$ cat src/rtl/if_fetch_pkg.sv
// Shared definitions for the instruction-fetch stage: bus widths, the
// boot PC and the fetch FSM state encoding.
package if_fetch_pkg;

    localparam int          ADDR_BUS = 32;
    localparam int          INST_BUS = 32;
    localparam logic [31:0] INIT_PC  = 32'hBFC0_0000;

    // S_REQ : request on the bus for pc (or, with the address check,
    //         parked on a misaligned pc waiting for a flush)
    // S_HOLD: word fetched while the pipeline was stalled, kept in a buffer
    // S_DROP: flushed while a request was outstanding; its ack is discarded
    typedef enum logic [1:0] {
        S_REQ  = 2'd0,
        S_HOLD = 2'd1,
        S_DROP = 2'd2
    } fetch_state_e;

endpackage

$ cat src/rtl/if_fetch_next_pc.sv
// Sequential-or-branch next PC selection (pc+4 wraps modulo 2^W).
module fetch_next_pc #(
    parameter int W = 32
) (
    input  logic [W-1:0] pc_i,
    input  logic         branch_flag_i,
    input  logic [W-1:0] branch_addr_i,
    output logic [W-1:0] next_pc_o
);

    assign next_pc_o = branch_flag_i ? branch_addr_i : (pc_i + W'(4));

endmodule

$ cat src/rtl/if_fetch.sv
// IF stage and IF/ID register. Owns the PC, fetches over a req/ack ROM bus,
// applies ID branch redirects and CP0 flushes.
// Handshake: inst_req is held with inst_addr stable until the one-cycle
// inst_ack, which carries inst_rdata in that same cycle.
// Optional: IF_ADDR_CHECK_EN raises id_adel for a misaligned pc instead of
// fetching; without it id_adel is 0 and the low pc bits are ignored.
module if_fetch
    import if_fetch_pkg::*;
#(
    parameter int                    ADDR_WIDTH = ADDR_BUS,
    parameter int                    INST_WIDTH = INST_BUS,
    parameter logic [ADDR_WIDTH-1:0] RESET_PC   = ADDR_WIDTH'(INIT_PC)
) (
    input  logic                  clk,
    input  logic                  rst,
    input  logic                  stall,
    input  logic                  flush,
    input  logic [ADDR_WIDTH-1:0] flush_pc,
    input  logic                  branch_flag,
    input  logic [ADDR_WIDTH-1:0] branch_addr,
    input  logic                  next_inst_delayslot,
    output logic                  inst_req,
    output logic [ADDR_WIDTH-1:0] inst_addr,
    input  logic                  inst_ack,
    input  logic [INST_WIDTH-1:0] inst_rdata,
    output logic                  fetch_stall_request,
    output logic [ADDR_WIDTH-1:0] id_addr,
    output logic [INST_WIDTH-1:0] id_inst,
    output logic                  id_delayslot,
    output logic                  id_adel,
    output fetch_state_e          dbg_state
);

    fetch_state_e          state_q, state_d;
    logic [ADDR_WIDTH-1:0] pc_q;
    logic [ADDR_WIDTH-1:0] drop_addr_q;
    logic [INST_WIDTH-1:0] buf_q;
    logic [ADDR_WIDTH-1:0] id_addr_q;
    logic [INST_WIDTH-1:0] id_inst_q;
    logic                  id_ds_q;

    logic [ADDR_WIDTH-1:0] next_pc;
    logic [ADDR_WIDTH-1:0] fetch_addr;
    logic                  misaligned;
    logic                  load_req, hold_go, hold_load, adel_load;

`ifdef IF_ADDR_CHECK_EN
    assign misaligned = (state_q == S_REQ) && (pc_q[1:0] != 2'b00);
    assign fetch_addr = pc_q;
`else
    assign misaligned = 1'b0;
    assign fetch_addr = {pc_q[ADDR_WIDTH-1:2], 2'b00};
`endif

    fetch_next_pc #(.W(ADDR_WIDTH)) u_next_pc (
        .pc_i          (pc_q),
        .branch_flag_i (branch_flag),
        .branch_addr_i (branch_addr),
        .next_pc_o     (next_pc)
    );

    // IF/ID load and buffer-capture conditions; flush overrides all of them
    assign load_req  = (state_q == S_REQ)  && !flush && !misaligned && inst_ack && !stall;
    assign hold_go   = (state_q == S_REQ)  && !flush && !misaligned && inst_ack &&  stall;
    assign hold_load = (state_q == S_HOLD) && !flush && !stall;
    assign adel_load = (state_q == S_REQ)  && !flush &&  misaligned && !stall;

    // FSM state register
    always_ff @(posedge clk or negedge rst) begin
        if (!rst) state_q <= S_REQ;
        else      state_q <= state_d;
    end

    // FSM next-state logic
    always_comb begin
        state_d = state_q;
        case (state_q)
            S_REQ: begin
                if (flush)                      state_d = (inst_ack || misaligned) ? S_REQ : S_DROP;
                else if (hold_go)               state_d = S_HOLD;
            end
            S_HOLD: begin
                if (flush || !stall)            state_d = S_REQ;
            end
            S_DROP: begin
                if (inst_ack)                   state_d = S_REQ;
            end
            default:                            state_d = S_REQ;
        endcase
    end

    // FSM outputs: bus request, address and pipeline stall request
    always_comb begin
        inst_req            = 1'b0;
        inst_addr           = fetch_addr;
        fetch_stall_request = 1'b0;
        case (state_q)
            S_REQ: begin
                inst_req            = !misaligned;
                fetch_stall_request = !misaligned && !inst_ack;
            end
            S_DROP: begin
                inst_req  = 1'b1;
                inst_addr = drop_addr_q;
            end
            default: ;
        endcase
    end

    // PC, old-request address and stall buffer
    always_ff @(posedge clk or negedge rst) begin
        if (!rst) begin
            pc_q        <= RESET_PC;
            drop_addr_q <= '0;
            buf_q       <= '0;
        end else begin
            if (flush)                      pc_q <= flush_pc;
            else if (load_req || hold_load) pc_q <= next_pc;
            if (state_q == S_REQ)           drop_addr_q <= fetch_addr;
            if (hold_go)                    buf_q <= inst_rdata;
        end
    end

    // IF/ID register: bubble on flush, otherwise load on a completed fetch
    always_ff @(posedge clk or negedge rst) begin
        if (!rst) begin
            id_addr_q <= '0;
            id_inst_q <= '0;
            id_ds_q   <= 1'b0;
        end else if (flush) begin
            id_addr_q <= '0;
            id_inst_q <= '0;
            id_ds_q   <= 1'b0;
        end else if (load_req || hold_load || adel_load) begin
            id_addr_q <= pc_q;
            id_inst_q <= load_req ? inst_rdata : (hold_load ? buf_q : '0);
            id_ds_q   <= next_inst_delayslot;
        end
    end

`ifdef IF_ADDR_CHECK_EN
    logic id_adel_q;

    // Address-error flag travels with the IF/ID entry it belongs to
    always_ff @(posedge clk or negedge rst) begin
        if (!rst)                            id_adel_q <= 1'b0;
        else if (flush)                      id_adel_q <= 1'b0;
        else if (load_req || hold_load)      id_adel_q <= 1'b0;
        else if (adel_load)                  id_adel_q <= 1'b1;
    end

    assign id_adel = id_adel_q;
`else
    assign id_adel = 1'b0;
`endif

    assign id_addr      = id_addr_q;
    assign id_inst      = id_inst_q;
    assign id_delayslot = id_ds_q;
    assign dbg_state    = state_q;

endmodule

$ cat config.mk
export PLATFORM = sky130hd
export DESIGN_NAME = if_fetch
export DESIGN_NICKNAME = d
export VERILOG_FILES = /design/src/rtl/if_fetch_pkg.sv /design/src/rtl/if_fetch_next_pc.sv /design/src/rtl/if_fetch.sv
export SDC_FILE = /design/constraint.sdc
export NUM_CORES = 1
export LEC_CHECK = 0
export BUFFER_PORTS_ARGS = -buffer_cell sky130_fd_sc_hd__buf_4
export CAP_MARGIN = 0
export CORE_UTILIZATION = 50
export CTS_BUF_LIST = sky130_fd_sc_hd__clkbuf_2 sky130_fd_sc_hd__clkbuf_4 sky130_fd_sc_hd__clkbuf_8
export DETAILED_ROUTE_END_ITERATION = 8
export PLACE_DENSITY = 0.74
export SYNTH_ARGS = -nofsm -noshare
export SYNTH_HDL_FRONTEND = slang
export SYNTH_SLANG_ARGS = --single-unit
$ cat constraint.sdc
create_clock -name clk -period 2.65 [get_ports clk]
set_clock_uncertainty 0.15 [all_clocks]
set_input_delay 0.265 -clock clk [delete_from_list [all_inputs] [get_ports clk]]
set_output_delay 0.265 -clock clk [all_outputs]
set_load 0.005 [all_outputs]
==> metrics.csv, run 1 <==
metric,value,unit
status,completed,
Critical Path AT,2.08,ns
I/O Pins,205,
area of the multi-input gates,3240,um2
final setup vio count,0,
Reg2Reg Depth,6,
DR vias,6730,
Pleak,0.00496,uW
"commonest non-fill, non-tap cell in the layout",buf_4,
crit share post-route,0.942,
largest net degree at the start of global routing,58,
share of the yosys chip area belonging to registers,0.524,
Initial Util,0.509,
Core Box Area,15100,um2
Worst Hold Path Cells,3,
H-tree levels,4,
DRT Pass-1 Iters,7,
Hold EP,pc_q[7],
total power,6350,uW
worst hold path type,input port to register,
DR WL/cell,18.9,um
pre-CTS setup slack,0.500,ns
Hold Crit Start,branch_addr[7],
Top Family by Delay on Critical Path,buffers and inverters,
Final Hold Vio Count,0,
Crit path top cell by count,buf_4,
Clock Root Buffer,clkbuf_8,
power per cell area,615,nW/um2
Worst path max stage delay,0.46,ns
Final ANT Viol Nets,0,
I/O Buffers,201,
Worst setup EP type,output port,
Crit Path Class,register to output port,
max-cap violations,0,
antenna violations before repair,0,
Slowest cell on crit path,dfrtp_1,
#FFs+latches synth,161,
Synth async-reset ratio,1.00,
Sink Count,161,
Clock Latency Late Sink,0.46,ns
crit path time final,2.50,ns
die area,15900,um2
DP HPWL,13.9,mm
Post-Syn Area per Cell,11.0,um2
Worst Path Required,2.24,ns
Slew @ Worst Pin,0.604,ns
Final Max Slew Viols,0,
layout cells sized above 1,0.392,
RSZ-0062 raised after global routing,false,
Worst setup SP type,register,
RR Startpoint,dbg_state[0],
# DRC,0,
"commonest cells after routing, fill and taps aside","221 x buf_4, 152 x dfrtp_1, 92 x mux2_2, 82 x nand2_1, 63 x o21ai_0",
diode count,0,
Synth Flop Type,dfrtp_1,
Post-synth EDFFs,0,
maximum vdd ir drop,0.422,mV
CP Buf/Inv Count,3,
"critical path fanouts, max",30,
die width,126,um
Max Root-Sink Buffers,2,
Synth Instances,703,
CTS tree,built,
Synth Warn #,0,
Reg area,4040,um2
FILL cells,1103,
post-synthesis cell type count,57,
Site Rows,45,
grt total ovfl,0,
first-pass GRT wire length,34.4,mm
Fin Setup TNS,0,ns
vias in the first global route,6567,
Num CTS Buffers,17,
gr usage total,0.278,
fmax,400,MHz
FF-to-FF End,pc_q[1],
Rel. slew slack,0.595,
Mapped Area,7700,um2
worst path cell trace,inv_1 -> nand2_1 -> buf_4 -> mux2_2 -> buf_4,
r2r setup slk,0.17,ns
NumNets Final,1046,
worst setup margin,0.152,ns
DRT Wirelength,21.6,mm
Die Ht,126,um
Layout area overhead,33.9,%
First DRT Iteration DRCs,597,
Placer Congestion,0.859,
Vias/cell,5.89,
Worst-path clk slew,0.09,ns
==> final cells by class <==
class                   count  area share
well taps                 188      0.0228
clock inverters            15      0.0142
clock buffers              17      0.0227
inverters                  38      0.0138
multi-input cells         444       0.314
repair buffers            280       0.221
flip-flops and latches    161       0.392
==> power by group <==
part           total [uW]  internal, uW  switching (uW)
combinational        1430           813             614
sequential           3150          2850             308
clock                1760           769             996
total                6350          4430            1920
==> Yosys cell counts (all sizes together), types with 2 or more instances <==
library cell / number / area [um2]
mux2: 92 / 1040
nor3: 6 / 35.0
nand3b: 4 / 30.0
a21o: 3 / 22.5
mux2i: 2 / 20.0
a31oi: 7 / 43.8
o211ai: 5 / 37.5
o311ai: 5 / 43.8
inv: 38 / 143
a21oi: 13 / 65.1
nand4: 10 / 77.6
o22ai: 4 / 25.0
a221oi: 3 / 26.3
and3: 8 / 52.6
o2bb2ai: 4 / 35.0
or3: 2 / 12.5
nor2: 20 / 75.1
nand3: 9 / 45.0
dfrtp: 152 / 3800
dfstp: 9 / 236
clkbuf: 39 / 198
o21ai: 64 / 320
a222oi: 35 / 350
a41oi: 2 / 17.5
a22oi: 15 / 113
nor4: 4 / 40.0
buf: 23 / 146
or2: 2 / 12.5
nand2b: 7 / 43.8
nor2b: 3 / 18.8
a22o: 7 / 61.3
o41a: 2 / 22.5
o31ai: 5 / 37.5
o31a: 3 / 26.3
nand2: 82 / 308
and4: 4 / 36.3
==> metal layers <==
metal  share of wire  GRT usage  routed length [um]  vias up
li1                -          -                   -     3061
met1            0.41      0.370                8940     3310
met2            0.48      0.444               10300      328
met3           0.086     0.0658                1870       31
met4           0.022     0.0964                 471        0
met5               0          0                   0        -
==> flip-flops by register name (all words and copies together), names as in the netlist <==
name / flops
buf_q: 32
id_addr: 32
id_inst: 32
pc_q: 32
drop_addr_q: 30
dbg_state: 2
id_delayslot: 1
==> how the worst max path moves through the flow <==
stage                            start            to  slack, ns  cells past startpoint
after global routing      dbg_state[0]  inst_addr[9]       0.03                      5
after global placement         pc_q[2]      pc_q[30]       0.51                      6
after floorplan                pc_q[2]      pc_q[18]       0.71                      6
after detailed placement       pc_q[2]      pc_q[30]       0.50                      6
final                     dbg_state[0]  inst_addr[9]       0.15                      5
after CTS                 dbg_state[1]      pc_q[11]       0.04                      7
==> per-stage QoR <==
stage	util	hold WS [ns]	instance area, um2	std cells
CTS	0.679	0.00553	10300	1140
detailed placement	0.617	0.126	9350	1053
global route	0.681	0.0150	10300	1143
global placement	0.617	0.122	9350	1053
floorplan	-	-0.181	7710	705
finish	0.681	0.0246	10300	1143
==> worst min-delay path, delay by kind of cell <==
family,cells,cell delay (ns)
buffers and inverters,1,0.08
AOI/OAI and AO/OA,2,0.25
==> cells by family after synthesis <==
logic type	Yosys count	share of synthesized area
mux	94	0.137
fa+ha+maj	1	0.00162
compound gates	181	0.167
xor+xnor	1	0.00114
flops	161	0.524
other cells	1	0.000487
buf+inv	100	0.0632
simple gates	164	0.105
==> what timing repair did <==
action                                 CTS  global route
endpoints found under the hold margin  135             0
resized for setup                        0             3
setup endpoints to repair                0             4
hold buffers                            55             0
buffers inserted                         0             3
(Power assumes the default switching activity.)
==> run 2: changes to the inputs <==
- BUFFER_PORTS_ARGS: -buffer_cell sky130_fd_sc_hd__buf_4 -> -buffer_cell sky130_fd_sc_hd__buf_2
- CORE_MARGIN: not set -> 1.5
==> run 2 against run 1 <==
- setup slack lost 0.011 ns
- die area grew 1.6%
- highest routed layer unchanged
- first-iteration DRC count up 20%
- sequential power about the same
- power fell by 0.60%
- sequential cell count is the same
- count of clock-buffer cells in the layout up 2
- largest power group unchanged
- critical path depth is 1 higher
- final area shrank 4.0%
- hold slack got worse by 0.014 ns
==> metrics.csv, run 2 (synthesized netlist as in run 1, its figures left out) <==
metric,value,unit,change
Num CTS Buffers,17,,unchanged
Worst Setup SP,dbg_state[0],,
DR WL/cell,18.3,um,-3.4%
Critical Path AT,2.75,ns,+0.67 ns
# DRC,0,,unchanged
Worst Path Required,2.89,ns,+0.65 ns
Rel. slew slack,0.578,,-0.0162
NumNets Final,1055,,+0.86%
die width,127,um,+0.79%
Final ANT Viol Nets,0,,unchanged
Final Core Density,0.654,,-0.0273
antenna violations before repair,0,,unchanged
Core Box Area,15100,um2,unchanged
layout cells sized above 1,0.401,,+0.00983
"commonest cells after routing, fill and taps aside","200 x buf_2, 152 x dfrtp_1, 92 x mux2_2, 82 x nand2_1, 63 x o21ai_0",,
Vias/cell,5.79,,-1.7%
placed cell area,8920,um2,-4.5%
FF-to-FF End,pc_q[8],,
DRT Wirelength,21.0,mm,-2.6%
status,completed,,
"commonest non-fill, non-tap cell in the layout",buf_2,,
Sink Count,161,,unchanged
Reg2Reg Depth,6,,unchanged
grt total ovfl,0,,unchanged
CTS tree,built,,
Worst-path clk slew,0.09,ns,about the same
Placer Congestion,0.826,,-3.9%
Fin Setup TNS,0,ns,unchanged
total power,6310,uW,-0.60%
Final Hold Vio Count,0,,unchanged
DR vias,6669,,-0.91%
DP HPWL,13.7,mm,-0.92%
fmax,399,MHz,-0.45%
power per cell area,637,nW/um2,+3.5%
RSZ-0062 raised after global routing,false,,
Worst setup EP type,register,,
Initial Util,0.509,,unchanged
vias in the first global route,6214,,-5.4%
First DRT Iteration DRCs,718,,+20%
crit share post-route,0.947,,+0.00422
Die Ht,127,um,+0.79%
Slew @ Worst Pin,0.628,ns,+0.0241 ns
first-pass GRT wire length,32.9,mm,-4.3%
DRT Pass-1 Iters,8,,+1
hold slack final,0.0110,ns,-0.0137 ns
largest net degree at the start of global routing,63,,+8.6%
gr usage total,0.261,,-0.0166
H-tree levels,4,,unchanged
I/O Buffers,201,,unchanged
I/O Pins,205,,unchanged
Pleak,0.00490,uW,-1.2%
r2r setup slk,0.14,ns,-0.03 ns
Max Root-Sink Buffers,2,,unchanged
worst hold path type,input port to register,,
crit path time final,2.51,ns,+0.0112 ns
maximum vdd ir drop,0.456,mV,+8.0%
Final Max Slew Viols,0,,unchanged
final setup vio count,0,,unchanged
RR Startpoint,dbg_state[0],,
Clock Latency Late Sink,0.45,ns,about the same
die area,16200,um2,+1.6%
diode count,0,,unchanged
Site Rows,45,,unchanged
FILL cells,1183,,+7.3%
Layout area overhead,28.6,%,
Clock Root Buffer,clkbuf_8,,
crit path capture,pc_q[8],,
design area,9900,um2,-4.0%
Worst setup SP type,register,,
"critical path fanouts, max",25,,-17%
max-cap violations,0,,unchanged
Crit Path Class,register to register,,
[run 2: cell count changes in the layout (fill, tap and decap cells not counted), moves of 2 or more]
cell | previous run | this run
inv_8 | 2 | 0
bufinv_16 | 1 | 3
clkinv_4 | 1 | 3
clkbuf_4 | 0 | 2
buf_4 | 221 | 33
buf_2 | 0 | 200
inv_6 | 6 | 1
dlygate4sd3_1 | 55 | 52
[run 2: worst min-delay path by stage]
stage | start | endpoint | depth (start not counted)
after floorplan | rst | buf_q[0] | 0
after global placement | rst | pc_q[0] | 1
after detailed placement | rst | pc_q[0] | 1
after CTS | branch_addr[9] | pc_q[9] | 3
after global routing | branch_addr[31] | pc_q[31] | 3
final | flush_pc[10] | pc_q[10] | 3
[run 2: metal layers]
metal  GRT usage  part of all wire
met3      0.0574             0.078
met4      0.0789             0.018
met1       0.366              0.43
met2       0.410              0.47
met5           0                 0
[run 2: cell type report]
type | count | area [um2] | share of cell area
clock buffer | 19 | 249 | 0.0251
sequential | 161 | 4040 | 0.408
tap | 188 | 235 | 0.0238
multi-input combinational | 444 | 3230 | 0.326
clock inverter | 13 | 163 | 0.0164
inverter | 38 | 143 | 0.0144
timing repair buffer | 289 | 1840 | 0.186
[run 2: worst max-delay path, cell delays in order, from the launching register on]
cell and delay [ns]:
dfrtp_1 0.45, or2_2 0.38, a21oi_4 0.34, buf_4 0.34, o21ai_0 0.13, o21ai_0 0.09, dlygate4sd3_1 0.57
[run 2: report_power, final]
part / total (uW) / internal [uW] / leakage [uW] / switching [uW]
sequential: 3120 / 2850 / 0.00202 / 271
combinational: 1310 / 693 / 0.00268 / 617
clock: 1880 / 953 / 0.000203 / 926
[run 2: stage by stage]
stage	cells	setup slack, ns
2_1_floorplan	705	0.706
3_3_place_gp	1063	0.555
3_5_place_dp	1063	0.489
4_1_cts	1147	0.0641
5_1_grt	1152	0.0374
6_report	1152	0.141
[run 2: what timing repair did]
action,CTS,global route
hold buffers,52,0
buffers inserted,0,5
setup endpoints to repair,0,5
resized for setup,0,3
endpoints found under the hold margin,131,0
